## src/rtl/hex_2_ascii_tx_if.sv

```systemverilog
// Purpose: groups the request side (start/value), the UART TX byte handshake and status flags.
// Latency: none; this is just wiring.
// Backpressure: tx_ready from the UART stalls tx_valid/tx_byte on the slave side.
interface hex_2_ascii_tx_if;
    logic        start_tick;
    logic [31:0] hex_value;
    logic        tx_ready;
    logic        tx_valid;
    logic [7:0]  tx_byte;
    logic        busy;
    logic        done_tick;

    // Firmware/UART side: drives requests and ready, observes the byte stream
    modport master (
        output start_tick, hex_value, tx_ready,
        input  tx_valid, tx_byte, busy, done_tick
    );

    // Converter side
    modport slave (
        input  start_tick, hex_value, tx_ready,
        output tx_valid, tx_byte, busy, done_tick
    );
endinterface

```

## src/rtl/hex_2_ascii_tx.sv

```systemverilog
// Purpose: serializes a captured 32-bit value as ASCII hex digits (MSB first), optional CR LF.
// Latency: first byte valid 1 cycle after an accepted start_tick; one byte per cycle when ready.
// Backpressure: tx_valid/tx_byte hold steady while tx_ready is low; start_tick ignored unless idle.
module hex_2_ascii_tx #(
    parameter int NUM_NIBBLES = 8,
    parameter bit APPEND_CRLF = 1'b1,
    parameter bit UPPERCASE   = 1'b1
) (
    input  logic clk,
    input  logic reset,
    hex_2_ascii_tx_if.slave bus
);

    typedef enum logic [2:0] {IDLE, DIGIT, CR, LF, DONE} state_t;

    localparam logic [2:0] LAST_NIB = 3'(NUM_NIBBLES - 1);

    state_t      state;
    logic [31:0] value;
    logic [2:0]  cnt;
    logic        xfer;

    assign xfer = bus.tx_valid && bus.tx_ready;

    function automatic logic [7:0] to_ascii(input logic [3:0] n);
        if (n < 4'd10)
            return 8'h30 + {4'h0, n};
        else
            return (UPPERCASE ? 8'h41 : 8'h61) + {4'h0, n} - 8'd10;
    endfunction

    function automatic logic [3:0] nib(input logic [31:0] v, input logic [2:0] idx);
        return v[{idx, 2'b00} +: 4];
    endfunction

    // Frame sequencer: all outputs registered, next byte loaded on the transfer edge
    always_ff @(posedge clk) begin
        if (!reset) begin
            state         <= IDLE;
            value         <= '0;
            cnt           <= '0;
            bus.tx_valid  <= 1'b0;
            bus.tx_byte   <= 8'h00;
            bus.busy      <= 1'b0;
            bus.done_tick <= 1'b0;
        end else begin
            bus.done_tick <= 1'b0;
            case (state)
                IDLE: begin
                    if (bus.start_tick) begin
                        value        <= bus.hex_value;
                        cnt          <= LAST_NIB;
                        bus.tx_byte  <= to_ascii(nib(bus.hex_value, LAST_NIB));
                        bus.tx_valid <= 1'b1;
                        bus.busy     <= 1'b1;
                        state        <= DIGIT;
                    end
                end
                DIGIT: begin
                    if (xfer) begin
                        if (cnt == 3'd0) begin
                            if (APPEND_CRLF) begin
                                bus.tx_byte <= 8'h0D;
                                state       <= CR;
                            end else begin
                                bus.tx_valid  <= 1'b0;
                                bus.tx_byte   <= 8'h00;
                                bus.done_tick <= 1'b1;
                                state         <= DONE;
                            end
                        end else begin
                            cnt         <= cnt - 3'd1;
                            bus.tx_byte <= to_ascii(nib(value, cnt - 3'd1));
                        end
                    end
                end
                CR: begin
                    if (xfer) begin
                        bus.tx_byte <= 8'h0A;
                        state       <= LF;
                    end
                end
                LF: begin
                    if (xfer) begin
                        bus.tx_valid  <= 1'b0;
                        bus.tx_byte   <= 8'h00;
                        bus.done_tick <= 1'b1;
                        state         <= DONE;
                    end
                end
                DONE: begin
                    // start_tick in this cycle is deliberately not looked at
                    bus.busy <= 1'b0;
                    state    <= IDLE;
                end
                default: begin
                    bus.tx_valid <= 1'b0;
                    bus.busy     <= 1'b0;
                    state        <= IDLE;
                end
            endcase
        end
    end

endmodule

```

## src/flat_wrapper.sv

```systemverilog
// flat-port wrapper written by rule: the top's interface ports become plain ports
module hex_2_ascii_tx_flat 
#(
    parameter int NUM_NIBBLES = 8,
    parameter bit APPEND_CRLF = 1'b1,
    parameter bit UPPERCASE   = 1'b1
)
  (clk, reset, bus_start_tick, bus_hex_value, bus_tx_ready, bus_tx_valid, bus_tx_byte, bus_busy, bus_done_tick);
  hex_2_ascii_tx_if bus_i ();
  input  logic clk;
  input  logic reset;
  input wire logic [$bits(bus_i.start_tick)-1:0] bus_start_tick;
  input wire logic [$bits(bus_i.hex_value)-1:0] bus_hex_value;
  input wire logic [$bits(bus_i.tx_ready)-1:0] bus_tx_ready;
  output wire logic [$bits(bus_i.tx_valid)-1:0] bus_tx_valid;
  output wire logic [$bits(bus_i.tx_byte)-1:0] bus_tx_byte;
  output wire logic [$bits(bus_i.busy)-1:0] bus_busy;
  output wire logic [$bits(bus_i.done_tick)-1:0] bus_done_tick;
  assign bus_i.start_tick = bus_start_tick;
  assign bus_i.hex_value = bus_hex_value;
  assign bus_i.tx_ready = bus_tx_ready;
  assign bus_tx_valid = bus_i.tx_valid;
  assign bus_tx_byte = bus_i.tx_byte;
  assign bus_busy = bus_i.busy;
  assign bus_done_tick = bus_i.done_tick;
  hex_2_ascii_tx #(.NUM_NIBBLES(NUM_NIBBLES), .APPEND_CRLF(APPEND_CRLF), .UPPERCASE(UPPERCASE)) u_core (.clk(clk), .reset(reset), .bus(bus_i));
endmodule
```

## config.mk

```make
export PLATFORM = sky130hd
export DESIGN_NAME = hex_2_ascii_tx_flat
export DESIGN_NICKNAME = d
export VERILOG_FILES = /design/src/rtl/hex_2_ascii_tx_if.sv /design/src/rtl/hex_2_ascii_tx.sv /design/src/flat_wrapper.sv
export SDC_FILE = /design/constraint.sdc
export NUM_CORES = 1
export LEC_CHECK = 0
export ABC_CLOCK_PERIOD_IN_PS = 2350
export CAP_MARGIN = 5
export CORE_UTILIZATION = 47
export CTS_CLUSTER_SIZE = 30
export DETAILED_ROUTE_END_ITERATION = 10
export PLACE_DENSITY_LB_ADDON = 0.25
export SLEW_MARGIN = 20
export SYNTH_ARGS = -nofsm -noshare
export SYNTH_HDL_FRONTEND = slang
export SYNTH_SLANG_ARGS = --single-unit
```

## constraint.sdc

```tcl
create_clock -name clk -period 2.35 [get_ports clk]
set_input_delay 0.47 -clock clk [delete_from_list [all_inputs] [get_ports clk]]
set_output_delay 0.47 -clock clk [all_outputs]
set_load 0.05 [all_outputs]
```

==> flow_summary.ini <==
[global_routing]
grt.overflow.total = 0
grt_pass1_vias = 2211
grt_antenna_before_repair = 0
grt_use_total_pct = 23.7
grt_start_max_net_pins = 34
grt_pass1_wl_um = 10100

[synth]
synth.most_common_cell = sky130_fd_sc_hd__nand2_1
synthCells = 310
ys_warnings = 0
yosys_most_used_dff = sky130_fd_sc_hd__dfxtp_1
synthDistinctLibCells = 44
synth-seq-cells = 48
post_synth_instance_area_mm2 = 0.00248
post_synthesis_cell_type_with_the_largest_combined_area = sky130_fd_sc_hd__dfxtp_1
combinational_family_with_the_most_area_after_synthesis = simple AND/OR/NAND/NOR gates
ys_seq_area_share_pct = 38.7
syn-mean-instance-area_um2 = 8.01
synth.area.mux_share_pct = 10.6
synth_area_leaders = sky130_fd_sc_hd__dfxtp_1, sky130_fd_sc_hd__nand2_1, sky130_fd_sc_hd__a21oi_1, sky130_fd_sc_hd__mux4_2, sky130_fd_sc_hd__nor2_1
synth_top_cells_by_count = sky130_fd_sc_hd__nand2_1, sky130_fd_sc_hd__dfxtp_1, sky130_fd_sc_hd__a21oi_1
synth_compound_gate_area_share_pct = 18.7
xor_xnor_cell_area_share_of_the_yosys_netlist_pct = 1.36
post-synth-top-area-fraction_pct = 38.7
synth_simple_gate_area_share_pct = 23.9
async_reset_ff_share_pct = 0
synth-edff-count = 0
syn_nets = 350
synthAdderAreaFrac_pct = 2.02

[clock_network]
clock_tree.buffer_depth = 2
cts_tree = built
clock_transition_at_the_registers_of_the_reported_paths_ns = 0.09
cts_root_buf = sky130_fd_sc_hd__clkbuf_8
cts_hold_buffers = 0
ctsHtreeMaxLevel = 2
cts_bufs_inserted = 5
clkLatencyLatePin_ns = 0.30
tritoncts_sink_count = 48

[power_and_ir_drop]
power.static_leakage_uw = 0.00123
p_seq_share_pct = 40.5
powerDensity_mw_per_mm2 = 692
net_load_switching_power_uw = 720
worst_supply_voltage_drop_on_vdd_uv = 365
power.share.combinational_pct = 33.6
p_sw_share_pct = 31.6
power.internal_uw = 1560
clock_power_share_pct = 25.9

[floorplanning]
floorplan.die.width_um = 74.7
die-area_mm2 = 0.00558
core-area_mm2 = 0.00511
initial_core_util_pct = 48.6
ios = 47
die_h_um = 74.7
placement_rows = 26

[worst_setup_path]
critical_path.max_fanout = 6
worstPathRequired_ns = 2.59
cp_cell_sequence = inv_2, ha_4, xor2_2, buf_6, buf_4, mux2i_1, ha_2, a2111oi_2, o2bb2ai_1
timing.critical_path.to_type = register
critPathSlowestCell = sky130_fd_sc_hd__mux2i_1
worstPathArrival_ns = 2.50
crit_path_max_incr_delay_ns = 0.36
critPathTopFamily = adder cells
setup.worst_path.class = reg2reg
critical_path.n_buffers_inverters = 3
startpoint_type = register

[placed_design]
gpl.final_weighted_congestion = 0.967
placed_cells = 427
count_of_buffers_inserted_at_the_top_level_ports = 45
dp_hpwl_um = 4440

[routing]
firstDrtPassIters = 4
avgRoutedWirePerCell_um = 14.1
detail_route.wirelength_um = 6190
detail_route.vias_per_cell = 5.46
postRouteAntennaNets = 0
via_count = 2395
post-route-drc-count = 0
detailedRoute.firstIterationViolations = 114

[finish]
finalNetCount = 408
final_core_util_pct = 64.5
stdcell_count = 439
post_route_cells_drive_above_1_share_pct = 15.4
area.growth.synth_to_final_pct = 32.8
num_antenna_cells = 0

[timing]
fmax_ghz = 0.442
timing.final.setup_violations = 0
slew_violations = 0
fin_worst_skew_ns = 0.00818
timing.final.crit_share_pct = 96.4
finalSetupTns_ns = 0
worst_pin_slew_ns = 0.491
slew_headroom_pct = 66.9
fin_crit_ns = 2.26
hold_viol_final = 0

[outcome]
outcome = completed

[job]
max_cap_viol_count = 0

[min_path]
hold_path_class = reg2reg
## logic make-up after synthesis
family / count (synthesis)
other: 1
and+or+nand+nor: 137
muxes: 15
adders and majority gates: 4
AOI/OAI and AO/OA: 77
DFF: 48
xor gates and xnor gates: 3
buffers and inverters: 25
## what timing repair did
item,4_1_cts,5_1_grt
setup endpoints to repair,4,4
pin swaps,0,6
gates cloned,0,1
resized for setup,4,15
setup buffers,1,2
## sequential cells by signal (all words and copies together), names as in the netlist
name	cells
u_core.bus.done_tick	1
u_core.bus.tx_valid	1
u_core.value	32
u_core.state	3
u_core.bus.tx_byte	7
u_core.cnt	3
u_core.bus.busy	1
## final timing paths
kind                     from               endpoint  slack, ns  depth (start not counted)
max             u_core.cnt[0]  u_core.bus.tx_byte[1]       0.09                          9
min          u_core.value[20]       u_core.value[20]       0.46                          2
max reg2reg     u_core.cnt[0]  u_core.bus.tx_byte[1]       0.09                          9
min reg2reg  u_core.value[20]       u_core.value[20]       0.46                          2
## per-stage QoR
step           total power, uW  worst slack (ns)  hold slack [ns]  area (um2)
2_1_floorplan             1380         0.0000882            0.433        2500
3_3_place_gp              1610          -0.00130            0.440        3110
3_5_place_dp              1630            -0.112            0.446        3110
4_1_cts                   2230            0.0195            0.458        3230
5_1_grt                   2400          -0.00663            0.492        3300
6_report                  2280            0.0852            0.456        3300
## power by group through the flow
stage               Clock, uW  Combinational, uW  Sequential [uW]
floorplan                   0                395              984
CTS                       601                708              920
global route              634                836              931
finish                    591                766              923
detailed placement          0                690              938
global placement            0                678              935
## worst min-delay path: stages, from the launching register on
cell	delay, ns
sky130_fd_sc_hd__dfxtp_1	0.31
sky130_fd_sc_hd__nand2_1	0.05
sky130_fd_sc_hd__a21oi_1	0.05
## per-layer routing
| layer | track usage, % | vias up | part of all wire (%) |
|---|---|---|---|
| met5 | 0 | - | 0 |
| met4 | 5.66 | 0 | 1.4 |
| met3 | 5.09 | 12 | 3.8 |
| met2 | 41.5 | 65 | 50 |
| met1 | 29.9 | 1123 | 45 |
| li1 | - | 1195 | - |
## area by class of cell
class,count,area [um2]
repair buffers,69,644
clock buffers,6,72.6
inverters,7,28.8
multi-input cells,237,1460
fillers,466,1810
clock inverters,2,35.0
flip-flops and latches,48,963
well taps,70,87.6
## layout by cell type, fill, tap and decap left out, types with 4 or more instances in the layout
master / Yosys / routed
sky130_fd_sc_hd__clkbuf_8: 0 / 5
sky130_fd_sc_hd__nor2b_1: 4 / 4
sky130_fd_sc_hd__nor2_1: 25 / 25
sky130_fd_sc_hd__nand2_1: 78 / 78
sky130_fd_sc_hd__o21ai_0: 12 / 12
sky130_fd_sc_hd__mux2i_1: 6 / 5
sky130_fd_sc_hd__o211ai_1: 4 / 4
sky130_fd_sc_hd__buf_4: 1 / 20
sky130_fd_sc_hd__a21oi_1: 41 / 41
sky130_fd_sc_hd__nand2b_1: 5 / 5
sky130_fd_sc_hd__mux4_2: 6 / 8
sky130_fd_sc_hd__clkdlybuf4s50_1: 0 / 45
sky130_fd_sc_hd__dfxtp_1: 48 / 46
sky130_fd_sc_hd__nor3_1: 6 / 6
sky130_fd_sc_hd__inv_1: 7 / 5
sky130_fd_sc_hd__nand3_1: 6 / 6
Note: power is estimated with default switching activity, not from simulation.
